**src/rtl/calc_entry_ctrl.sv**
```systemverilog
`default_nettype none
// ---------------------------------------------------------------------------
// Module  : calc_entry_ctrl
// Brief   : Button conditioning and operand/operation entry sequencer for the
//           add/sub calculator ALU.
// Revision: 1.0 - initial release
// ---------------------------------------------------------------------------
module calc_entry_ctrl #(
    parameter int WIDTH     = 4,
    parameter int DB_CYCLES = 8388608,
    parameter int DB_W      = 24
) (
    input  logic                     clk,
    input  logic                     clr_n,
    input  logic                     x1,
    input  logic                     x0,
    input  logic                     add,
    input  logic                     sub,
    input  logic                     result,
    input  logic                     alu_done,
    input  logic                     alu_error,
    output logic [WIDTH-1:0]         a,
    output logic [WIDTH-1:0]         b,
    output logic [$clog2(WIDTH)-1:0] bit_idx,
    output logic                     sel_b,
    output logic                     op_valid,
    output logic                     op_sub,
    output logic                     start,
    output logic                     busy,
    output logic                     show_result,
    output logic                     err
);

    localparam int NBTN  = 5;
    localparam int IDX_W = $clog2(WIDTH);
    localparam logic [DB_W-1:0]  c_db_last  = DB_W'(DB_CYCLES - 1);
    localparam logic [IDX_W-1:0] c_idx_msb  = IDX_W'(WIDTH - 1);
    localparam logic [IDX_W-1:0] c_idx_next = IDX_W'(WIDTH - 2);

    typedef enum logic {
        DB_IDLE    = 1'b0,
        DB_PRESSED = 1'b1
    } db_state_t;

    typedef enum logic [2:0] {
        ST_ENTER_A = 3'd0,
        ST_ENTER_B = 3'd1,
        ST_READY   = 3'd2,
        ST_EXEC    = 3'd3,
        ST_SHOW    = 3'd4
    } state_t;

    // Button order: {result, sub, add, x0, x1}
    logic [NBTN-1:0] w_raw;
    logic [NBTN-1:0] r_sync1;
    logic [NBTN-1:0] r_sync2;
    logic [NBTN-1:0] w_press;

    assign w_raw = {result, sub, add, x0, x1};

    always_ff @(posedge clk or negedge clr_n) begin
        if (!clr_n) begin
            r_sync1 <= '0;
            r_sync2 <= '0;
        end else begin
            r_sync1 <= w_raw;
            r_sync2 <= r_sync1;
        end
    end

    for (genvar g = 0; g < NBTN; g++) begin : g_btn
        db_state_t       r_db;
        db_state_t       w_db_nxt;
        logic [DB_W-1:0] r_cnt;
        logic [DB_W-1:0] w_cnt_nxt;
        logic            r_pulse;
        logic            w_pulse_nxt;

        always_ff @(posedge clk or negedge clr_n) begin
            if (!clr_n) begin
                r_db    <= DB_IDLE;
                r_cnt   <= '0;
                r_pulse <= 1'b0;
            end else begin
                r_db    <= w_db_nxt;
                r_cnt   <= w_cnt_nxt;
                r_pulse <= w_pulse_nxt;
            end
        end

        // Counter only advances on consecutive cycles at the opposite level.
        always_comb begin
            w_db_nxt    = r_db;
            w_cnt_nxt   = '0;
            w_pulse_nxt = 1'b0;
            case (r_db)
                DB_IDLE: begin
                    if (r_sync2[g]) begin
                        if (r_cnt == c_db_last) begin
                            w_db_nxt    = DB_PRESSED;
                            w_pulse_nxt = 1'b1;
                        end else begin
                            w_cnt_nxt = r_cnt + 1'b1;
                        end
                    end
                end
                DB_PRESSED: begin
                    if (!r_sync2[g]) begin
                        if (r_cnt == c_db_last) begin
                            w_db_nxt = DB_IDLE;
                        end else begin
                            w_cnt_nxt = r_cnt + 1'b1;
                        end
                    end
                end
                default: w_db_nxt = DB_IDLE;
            endcase
        end

        assign w_press[g] = r_pulse;
    end

    state_t             r_state;
    state_t             w_state_nxt;
    logic [WIDTH-1:0]   w_a_nxt;
    logic [WIDTH-1:0]   w_b_nxt;
    logic [IDX_W-1:0]   w_idx_nxt;
    logic               w_op_valid_nxt;
    logic               w_op_sub_nxt;
    logic               w_start_nxt;
    logic               w_busy_nxt;
    logic               w_show_nxt;
    logic               w_err_nxt;
    logic               w_bit_pulse;
    logic               w_bit_val;
    logic               w_op_pulse;
    logic               w_res_pulse;

    assign w_bit_pulse = w_press[0] | w_press[1];
    assign w_bit_val   = w_press[0];
    assign w_op_pulse  = w_press[2] ^ w_press[3];
    assign w_res_pulse = w_press[4];

    always_ff @(posedge clk or negedge clr_n) begin
        if (!clr_n) begin
            r_state     <= ST_ENTER_A;
            a           <= '0;
            b           <= '0;
            bit_idx     <= c_idx_msb;
            sel_b       <= 1'b0;
            op_valid    <= 1'b0;
            op_sub      <= 1'b0;
            start       <= 1'b0;
            busy        <= 1'b0;
            show_result <= 1'b0;
            err         <= 1'b0;
        end else begin
            r_state     <= w_state_nxt;
            a           <= w_a_nxt;
            b           <= w_b_nxt;
            bit_idx     <= w_idx_nxt;
            sel_b       <= (w_state_nxt == ST_ENTER_B);
            op_valid    <= w_op_valid_nxt;
            op_sub      <= w_op_sub_nxt;
            start       <= w_start_nxt;
            busy        <= w_busy_nxt;
            show_result <= w_show_nxt;
            err         <= w_err_nxt;
        end
    end

    always_comb begin
        w_state_nxt    = r_state;
        w_a_nxt        = a;
        w_b_nxt        = b;
        w_idx_nxt      = bit_idx;
        w_op_valid_nxt = op_valid;
        w_op_sub_nxt   = op_sub;
        w_start_nxt    = 1'b0;
        w_busy_nxt     = busy;
        w_show_nxt     = show_result;
        w_err_nxt      = err;
        case (r_state)
            ST_ENTER_A, ST_ENTER_B: begin
                if (w_bit_pulse) begin
                    if (r_state == ST_ENTER_A) begin
                        w_a_nxt[bit_idx] = w_bit_val;
                    end else begin
                        w_b_nxt[bit_idx] = w_bit_val;
                    end
                    if (bit_idx == '0) begin
                        w_idx_nxt   = c_idx_msb;
                        w_state_nxt = (r_state == ST_ENTER_A) ? ST_ENTER_B : ST_READY;
                    end else begin
                        w_idx_nxt = bit_idx - 1'b1;
                    end
                end
            end
            ST_READY: begin
                if (w_res_pulse && op_valid) begin
                    w_state_nxt = ST_EXEC;
                    w_start_nxt = 1'b1;
                    w_busy_nxt  = 1'b1;
                end
            end
            ST_EXEC: begin
                if (alu_done) begin
                    w_state_nxt = ST_SHOW;
                    w_err_nxt   = alu_error;
                    w_busy_nxt  = 1'b0;
                    w_show_nxt  = 1'b1;
                end
            end
            ST_SHOW: begin
                if (w_res_pulse) begin
                    w_state_nxt = ST_EXEC;
                    w_start_nxt = 1'b1;
                    w_busy_nxt  = 1'b1;
                    w_show_nxt  = 1'b0;
                end else if (w_bit_pulse) begin
                    // The pressed key is the first bit of a fresh operand A.
                    w_state_nxt           = ST_ENTER_A;
                    w_a_nxt               = '0;
                    w_a_nxt[WIDTH-1]      = w_bit_val;
                    w_b_nxt               = '0;
                    w_idx_nxt             = c_idx_next;
                    w_show_nxt            = 1'b0;
                    w_err_nxt             = 1'b0;
                    w_op_valid_nxt        = 1'b0;
                end
            end
            default: w_state_nxt = ST_ENTER_A;
        endcase
        // Applied last so an op key pressed alongside a new-entry bit still sticks.
        if (w_op_pulse && (r_state != ST_EXEC)) begin
            w_op_valid_nxt = 1'b1;
            w_op_sub_nxt   = w_press[3];
        end
    end

endmodule
`default_nettype wire
```
**config.mk**
```make
export PLATFORM = sky130hd
export DESIGN_NAME = calc_entry_ctrl
export DESIGN_NICKNAME = d
export VERILOG_FILES = /design/src/rtl/calc_entry_ctrl.sv
export SDC_FILE = /design/constraint.sdc
export NUM_CORES = 1
export LEC_CHECK = 0
export CAP_MARGIN = 25
export CORE_ASPECT_RATIO = 1.75
export CORE_MARGIN = 8
export CORE_UTILIZATION = 40
export DETAILED_ROUTE_END_ITERATION = 10
export GPL_TIMING_DRIVEN = 0
export HOLD_SLACK_MARGIN = 0.08
export SYNTH_ARGS = -nofsm -noshare
export SYNTH_HDL_FRONTEND = slang
export SYNTH_SLANG_ARGS = --single-unit
```
**constraint.sdc**
```tcl
create_clock -name clk -period 2.35 [get_ports clk]
set_input_delay 0.235 -clock clk [delete_from_list [all_inputs] [get_ports clk]]
set_output_delay 0.235 -clock clk [all_outputs]
set_load 0.02 [all_outputs]
```
==> results of run 1 <==
## layout make-up
class | instances | area (um2) | area share
Buffer | 23 | 121 | 0.0133
Clock buffer | 20 | 447 | 0.0491
Clock inverter | 12 | 184 | 0.0202
Inverter | 20 | 75.1 | 0.00824
Multi-Input combinational cell | 552 | 3600 | 0.395
Sequential cell | 160 | 4010 | 0.440
Tap cell | 241 | 302 | 0.0331
Timing Repair Buffer | 38 | 375 | 0.0412
## power by group through the flow
stage                     clock (mW)  sequential (mW)  combinational [mW]
after CTS                       3.04             2.81               0.187
final                           2.95             2.82               0.190
after global placement             0             2.87               0.170
after floorplan                    0             2.86              0.0744
after detailed placement           0             2.87               0.177
after global routing            3.13             2.82               0.218
## state kept, by name, indices dropped and copies added (netlist names), 2 cells and up, named ones only
name           cells
bit_idx            2
r_sync2            5
a                  4
r_sync1            5
g_btn.r_pulse      5
r_state            3
g_btn.r_cnt      120
b                  4
## metal layers
layer	GRT usage	vias to the layer above	routed length, um
li1	-	2866	-
met1	0.154	2873	6690
met2	0.261	79	8660
met3	0.0276	28	484
met4	0.0595	0	345
met5	0	-	0
## timing repair
action                                 in CTS  in global routing
pin swaps                                   4                  2
hold buffers                                1                  0
gates cloned                                0                  0
endpoints found under the hold margin      63                  0
setup endpoints to repair                  86                 46
resized for setup                           5                 16
buffers inserted                            7                  4
## synthesized netlist by cell type (5+ instances only)
master	number
mux2_2	6
xnor2_1	50
and4_1	9
and3_1	13
nor4_1	14
o31ai_1	20
nand3_1	41
or3_1	19
clkbuf_1	12
or4_1	30
nor3b_1	5
nor3_1	18
xor2_1	25
a22o_1	5
dfrtp_1	158
ha_1	9
nand4_1	27
mux2i_1	6
inv_1	20
a21oi_1	41
nand2_1	47
buf_2	9
nor2_1	84
o21ai_0	27
## kinds of logic after synthesis
| kind of cell | share of synthesized area |
|---|---|
| mux | 0.0185 |
| compound gates | 0.103 |
| simple gates | 0.238 |
| fa+ha+maj | 0.0146 |
| buf+inv | 0.0233 |
| flops | 0.518 |
| xor+xnor | 0.0850 |
## worst max path at each step
stage / depth (start not counted) / slack [ps] / endpoint / start
2_1_floorplan: 6 / 110 / flop / g_btn[1].r_cnt[0]
3_3_place_gp: 1 / -5730 / g_btn[1].r_cnt[17] / clr_n
3_5_place_dp: 7 / -390 / g_btn[0].r_cnt[11] / g_btn[0].r_cnt[0]
4_1_cts: 6 / 20 / flop / g_btn[1].r_cnt[0]
5_1_grt: 6 / -50 / g_btn[3].r_cnt[21] / g_btn[3].r_cnt[9]
6_report: 6 / 60 / flop / g_btn[1].r_cnt[0]
## critical path, stage by stage, from the launching register on
cell	delay, ps
dfrtp_1	420
ha_4	180
nand4_1	140
or4_4	440
buf_6	150
or4_4	530
mux2_4	310
## per-stage QoR
step	utilization	cell area, um2
5_1_grt	0.479	9110
6_report	0.479	9110
4_1_cts	0.475	9030
3_5_place_dp	0.437	8310
3_3_place_gp	0.435	8280
2_1_floorplan	-	7730
==> out/metrics.yaml, run 1 <==
synth.net_count: 773
finalNetCount: 830
final_antenna_net_count: 0
numPortBuffers: 25
post_drt_wl_per_cell_um: 15.2
crit_path_max_fanout: 7
cts_root_buf: "clkbuf_16"
min_to: "r_sync1[2]"
wl_mm: 16.2
cts_tree: "built"
synth_top_cell_by_area: "dfrtp_1"
final-hold-violation-count: 0
die_h_um: 200
comb_power_share: 0.032
place_inst: 1022
min_period_over_period: 0.973
cp.arrival_ps: 2590
ys.flop_type: "dfrtp_1"
rsz0062_at_grt: "true"
maxSlewViolCount: 0
syn_area_mm2: 0.00773
ys_warn_count: 0
avgSynthCellArea_um2: 10.2
mostFrequentLayoutCells: "dfrtp_1 (158), nor2_1 (84), xnor2_1 (50)"
die-area_mm2: 0.0242
required_ps: 2660
seqPwrFrac: 0.473
cts.clk_slew.worst_paths_ps: 60
cellLeakagePower_nw: 3.66
fill_cells: 1769
tightest_slew_ps: 631
fin_ws_ps: 62.5
overflow: 0
final_common_cell: "dfrtp_1"
slew_headroom: 0.577
p_sw_frac: 0.216
clock.fmax_ghz: 0.437
syn2layout_area_growth_pct: 17.8
die_w_um: 121
num_vias: 5846
synth_edf_count: 0
rrSetupSlack_ps: 60
finalNonFillerCells: 1066
post-place-ws_ps: -385
viasPerCell: 5.48
clock_power_share: 0.495
ir_worst_vdd_mv: 0.521
grt_pass1_wl_mm: 27.8
clk_path_buf_depth: 2
io_pins: 26
grt_pass1_vias: 5845
seq_area_frac_synth: 0.518
synth_cell_types: 63
place_congestion: 0.756
hpwl_mm: 11.1
drive_gt1_frac: 0.109
drv_cap: 0
row_count: 67
drt_iter0_markers: 220
antenna_found_initial: 0
htree_num_levels: 4
r2r_start: "g_btn[1].r_cnt[0]"
hold_ws_ps: 241
reg2regPathDepth: 6
p_switching_mw: 1.29
worstHoldStart: "add"
start_util: 0.406
async_flop_share: 1.00
period_needed_ps: 2290
synth_area_leaders: "dfrtp_1 (51%), xnor2_1 (5.7%), nor2_1 (4.1%), or4_1 (2.9%), xor2_1 (2.8%)"
drc: 0
n_antenna_cell: 0
total_power_mw: 5.95
status: "finished, final reports clean"
cts_sinks: 160
criticalPathCategory: "flop to flop"
grt_max_degree: 98
drt_pre_antenna_iters: 7
p_int_mw: 4.67
synth_top_area_frac: 0.512
hold_path_class: "input pin to flop"
grt_usage: 0.142
cp-start-kind: "flop"
cts_buffers: 17
skew_ps: 8.01
core_mm2: 0.0190
fin_tns_setup_ps: 0
power_density_mw_per_mm2: 654
ys_ff_latch: 160
final-setup-viol-count: 0
holdPathStages: 1
syn_inst: 755
clk_latency_ps: 420
end_kind: "flop"
Note: power is estimated with default switching activity, not from simulation.
==> inputs of run 2 (changes only) <==
--- a/config.mk
+++ b/config.mk
@@ -10,6 +10,7 @@
 export CORE_MARGIN = 8
 export CORE_UTILIZATION = 40
 export DETAILED_ROUTE_END_ITERATION = 10
+export DONT_BUFFER_PORTS = 1
 export GPL_TIMING_DRIVEN = 0
 export HOLD_SLACK_MARGIN = 0.08
 export SYNTH_ARGS = -nofsm -noshare
==> out/metrics.yaml, run 2 (same netlist as run 1, synthesis figures left out) <==
cp.arrival_ps: 2590
core_mm2: 0.0190
final-hold-violation-count: 160
cts_buffers: 17
tightest_slew_ps: 641
cts_sinks: 160
cts_hold_buf: 7
maxSlewViolCount: 0
drt_pre_antenna_iters: 4
cellLeakagePower_nw: 3.58
drc: 0
fill_cells: 1777
criticalPathCategory: "flop to flop"
hpwl_mm: 10.8
fin_tns_setup_ps: 0
grt_max_degree: 161
top_register: "g_btn.r_cnt"
wl_mm: 16.0
syn2layout_area_growth_pct: 14.7
htree_num_levels: 4
place_congestion: 0.763
viasPerCell: 5.50
post_drt_wl_per_cell_um: 15.2
grt_usage: 0.142
die_w_um: 121
rsz0062_at_grt: "false"
grtUsageMet1: 0.149
grt_pass1_vias: 5763
final-setup-viol-count: 0
largest_register_ffs: 120
final_common_cell: "dfrtp_1"
cts_tree: "built"
met3_usage: 0.0403
drive_gt1_frac: 0.115
end_kind: "flop"
row_count: 67
clock.fmax_ghz: 0.438
io_pins: 26
finish.utilization: 0.466
gr-max-usage-layer: "met2"
clk_latency_ps: 430
hold_ws_ps: -492
n_antenna_cell: 0
use_met2: 0.253
cp-start-kind: "flop"
total_power_mw: 5.72
start_util: 0.406
clk_path_buf_depth: 2
num_vias: 5772
mostFrequentLayoutCells: "dfrtp_1 (157), nor2_1 (84), xnor2_1 (50)"
die_h_um: 200
ir_worst_vdd_mv: 0.348
violations: "negative hold slack"
period_needed_ps: 2280
overflow: 0
drt_iter0_markers: 232
cts_root_buf: "clkbuf_16"
drv_cap: 0
min_period_over_period: 0.971
seqCellArea_mm2: 0.00401
numPortBuffers: 0
power_density_mw_per_mm2: 645
final_antenna_net_count: 0
hold_path_class: "input pin to async pin"
multi_input_area_mm2: 0.00360
cts.clk_slew.worst_paths_ps: 60
skew_ps: 8.43
status: "finished, violations left"
die-area_mm2: 0.0242
slew_headroom: 0.569
finalNetCount: 813
grt_pass1_wl_mm: 27.5
required_ps: 2660
antenna_found_initial: 1
crit_path_max_fanout: 7
[run 2: changes by cell type in the layout (fill, tap and decap cells not counted), sizes merged]
cell	previous run	this run
clkdlybuf4s50	24	0
dlygate4sd3	1	7
clkinv	2	5
bufinv	4	2
buf	23	24
clkinvlp	5	4
[run 2: critical path, stage by stage (launching register included)]
cell     delay, ps
dfrtp_1        470
nand4_4        170
or4_4          540
buf_6          150
or4_4          530
mux2_4         310
[run 2: final timing paths]
kind	startpoint	end	slack, ps	cells past startpoint
min in group clk	alu_done	r_state[1]	110	3
worst max register to register	g_btn[1].r_cnt[5]	flop	70	5
max in group asynchronous	clr_n	bit_idx[1]	2550	0
worst min-delay path	clr_n	g_btn[2].r_cnt[0]	-490	0
worst max-delay path	g_btn[1].r_cnt[5]	flop	70	5
worst min register to register	r_sync1[0]	r_sync2[0]	350	0
[run 2: routing by layer]
layer	up-vias	routed length (um)
met2	70	8290
li1	2822	-
met4	2	429
met3	30	614
met1	2848	6640
met5	-	13
[run 2: what timing repair did]
item	CTS	global route
cloned	0	0
gates resized for setup	6	15
pin swaps	4	4
endpoints found under the setup margin	86	60
endpoints found under the hold margin	168	160
setup buffers	7	7
[run 2: metrics by stage]
step | worst slack, ps | instance area (um2) | cells
after CTS | 4.85 | 8780 | 1042
after global placement | -380 | 8030 | 996
after global routing | 1.89 | 8870 | 1049
after detailed placement | -386 | 8030 | 996
final | 68.4 | 8870 | 1049
after floorplan | 112 | 7730 | 755
[run 2: area by class of cell]
| cell class | count | share of cell area |
|---|---|---|
| flip-flops and latches | 160 | 0.452 |
| multi-input cells | 552 | 0.406 |
| clock buffers | 20 | 0.0515 |
| well taps | 241 | 0.0340 |
| repair buffers | 21 | 0.0198 |
| clock inverters | 12 | 0.0152 |
| plain buffers | 23 | 0.0133 |
| inverters | 20 | 0.00847 |
[run 2: where the power goes]
| part | internal (mW) | switching, mW |
|---|---|---|
| clock | 1.62 | 1.15 |
| combinational | 0.0612 | 0.0687 |
| sequential | 2.78 | 0.0313 |
| total | 4.47 | 1.25 |
==> inputs of run 3 (changes only) <==
--- a/config.mk
+++ b/config.mk
@@ -7,7 +7,7 @@
 export LEC_CHECK = 0
 export CAP_MARGIN = 25
 export CORE_ASPECT_RATIO = 1.75
-export CORE_MARGIN = 8
+export CORE_MARGIN = 2
 export CORE_UTILIZATION = 40
 export DETAILED_ROUTE_END_ITERATION = 10
 export DONT_BUFFER_PORTS = 1
==> out/metrics.yaml, run 3 (same netlist as run 1, synthesis figures left out) <==
place_inst: 996
slowest_delay_ps: 540
hold_ws_ps: -495
clock.fmax_ghz: 0.434
core_mm2: 0.0190
drt_iter0_markers: 219
fin_ws_ps: 46.4
viasPerCell: 5.42
required_ps: 2670
clk_latency_ps: 430
syn2layout_area_growth_pct: 15.2
cp_common_cell: "or4_4"
top_register: "g_btn.r_cnt"
cts_sinks: 160
largest_register_ffs: 120
start_util: 0.406
cp-start-kind: "flop"
maxSlewViolCount: 0
rrSetupSlack_ps: 50
mostFrequentLayoutCells: "dfrtp_1 (157), nor2_1 (84), xnor2_1 (50)"
die_h_um: 188
power_density_mw_per_mm2: 669
fin_tns_setup_ps: 0
worstPathCellList: "ha_4 -> nand4_1 -> or4_4 -> buf_6 -> or4_4 -> mux2_4"
drive_gt1_frac: 0.108
drt_pre_antenna_iters: 4
die_w_um: 109
criticalPathCategory: "flop to flop"
cellLeakagePower_nw: 3.60
die-area_mm2: 0.0205
antenna_found_initial: 1
critPathBufInv: 1
fill_cells: 1788
cts.clk_slew.worst_paths_ps: 60
status: "finished, violations left"
path_delay_family: "simple AND/OR/NAND/NOR gates"
drv_cap: 0
cts_hold_buf: 7
min_period_over_period: 0.980
grt_pass1_vias: 5749
finalNonFillerCells: 1049
final-setup-viol-count: 0
grt_max_degree: 161
clk_path_buf_depth: 2
num_vias: 5684
tightest_slew_ps: 677
final_antenna_net_count: 0
post-place-ws_ps: -350
cp.arrival_ps: 2620
finish.utilization: 0.468
grt_pass1_wl_mm: 27.5
final-hold-violation-count: 160
rsz0062_at_grt: "true"
wl_mm: 16.0
cts_root_buf: "clkbuf_16"
reg2regPathDepth: 6
row_count: 67
drc: 0
overflow: 0
cts_tree: "built"
final_common_cell: "dfrtp_1"
place_congestion: 0.766
io_pins: 26
hpwl_mm: 10.7
period_needed_ps: 2300
slew_headroom: 0.547
grt_usage: 0.169
post_drt_wl_per_cell_um: 15.2
htree_num_levels: 4
end_kind: "flop"
numPortBuffers: 0
total_power_mw: 5.96
cp_slowest_cell: "or4_4"
r2r_start: "g_btn[1].r_cnt[1]"
ir_worst_vdd_mv: 0.467
violations: "negative hold slack"
crit_path_max_fanout: 7
skew_ps: 10.2
finalNetCount: 812
cts_buffers: 17
hold_path_class: "input pin to async pin"
startpoint: "g_btn[1].r_cnt[1]"
==> run 3: cell type report <==
cell class	count	area [um2]	share of cell area
timing repair buffer	20	168	0.0188
inverter	20	75.1	0.00843
clock inverter	10	186	0.0209
clock buffer	22	454	0.0510
buffer	23	118	0.0132
tap	241	302	0.0339
multi-input combinational	552	3590	0.403
sequential	160	4010	0.450
antenna	1	2.50	0.000281
==> run 3: how the worst max path moves through the flow <==
| stage | cells past startpoint | slack, ps | to |
|---|---|---|---|
| floorplan | 6 | 110 | flop |
| global placement | 7 | -340 | g_btn[0].r_cnt[11] |
| detailed placement | 7 | -350 | g_btn[0].r_cnt[8] |
| CTS | 6 | 5 | flop |
| global route | 6 | -30 | flop |
| finish | 6 | 50 | flop |
==> run 3: metrics by stage <==
stage          instance area, um2  hold slack [ps]
2_1_floorplan                7730            -60.6
3_5_place_dp                 8030            -56.5
4_1_cts                      8810             -528
3_3_place_gp                 8030            -56.8
6_report                     8900             -495
5_1_grt                      8900             -526
==> run 3: layer usage <==
| layer | GRT usage | vias to the layer above | wire, um |
|---|---|---|---|
| li1 | - | 2817 | - |
| met1 | 0.190 | 2766 | 6580 |
| met2 | 0.296 | 75 | 8470 |
| met3 | 0.0386 | 26 | 524 |
| met4 | 0.0794 | 0 | 400 |
| met5 | 0 | - | 0 |
==> run 3: power by group <==
group          switching (mW)  leakage (nW)  internal, mW
registers              0.0318          2.19          2.78
logic                  0.0679          1.11        0.0601
clock network            1.10         0.301          1.91
==> run 3: repair_timing <==
| item | in CTS | in global routing |
|---|---|---|
| endpoints found under the hold margin | 167 | 160 |
| endpoints found under the setup margin | 86 | 58 |
| pin swaps | 4 | 4 |
| resized for setup | 7 | 12 |
| setup buffers | 5 | 8 |
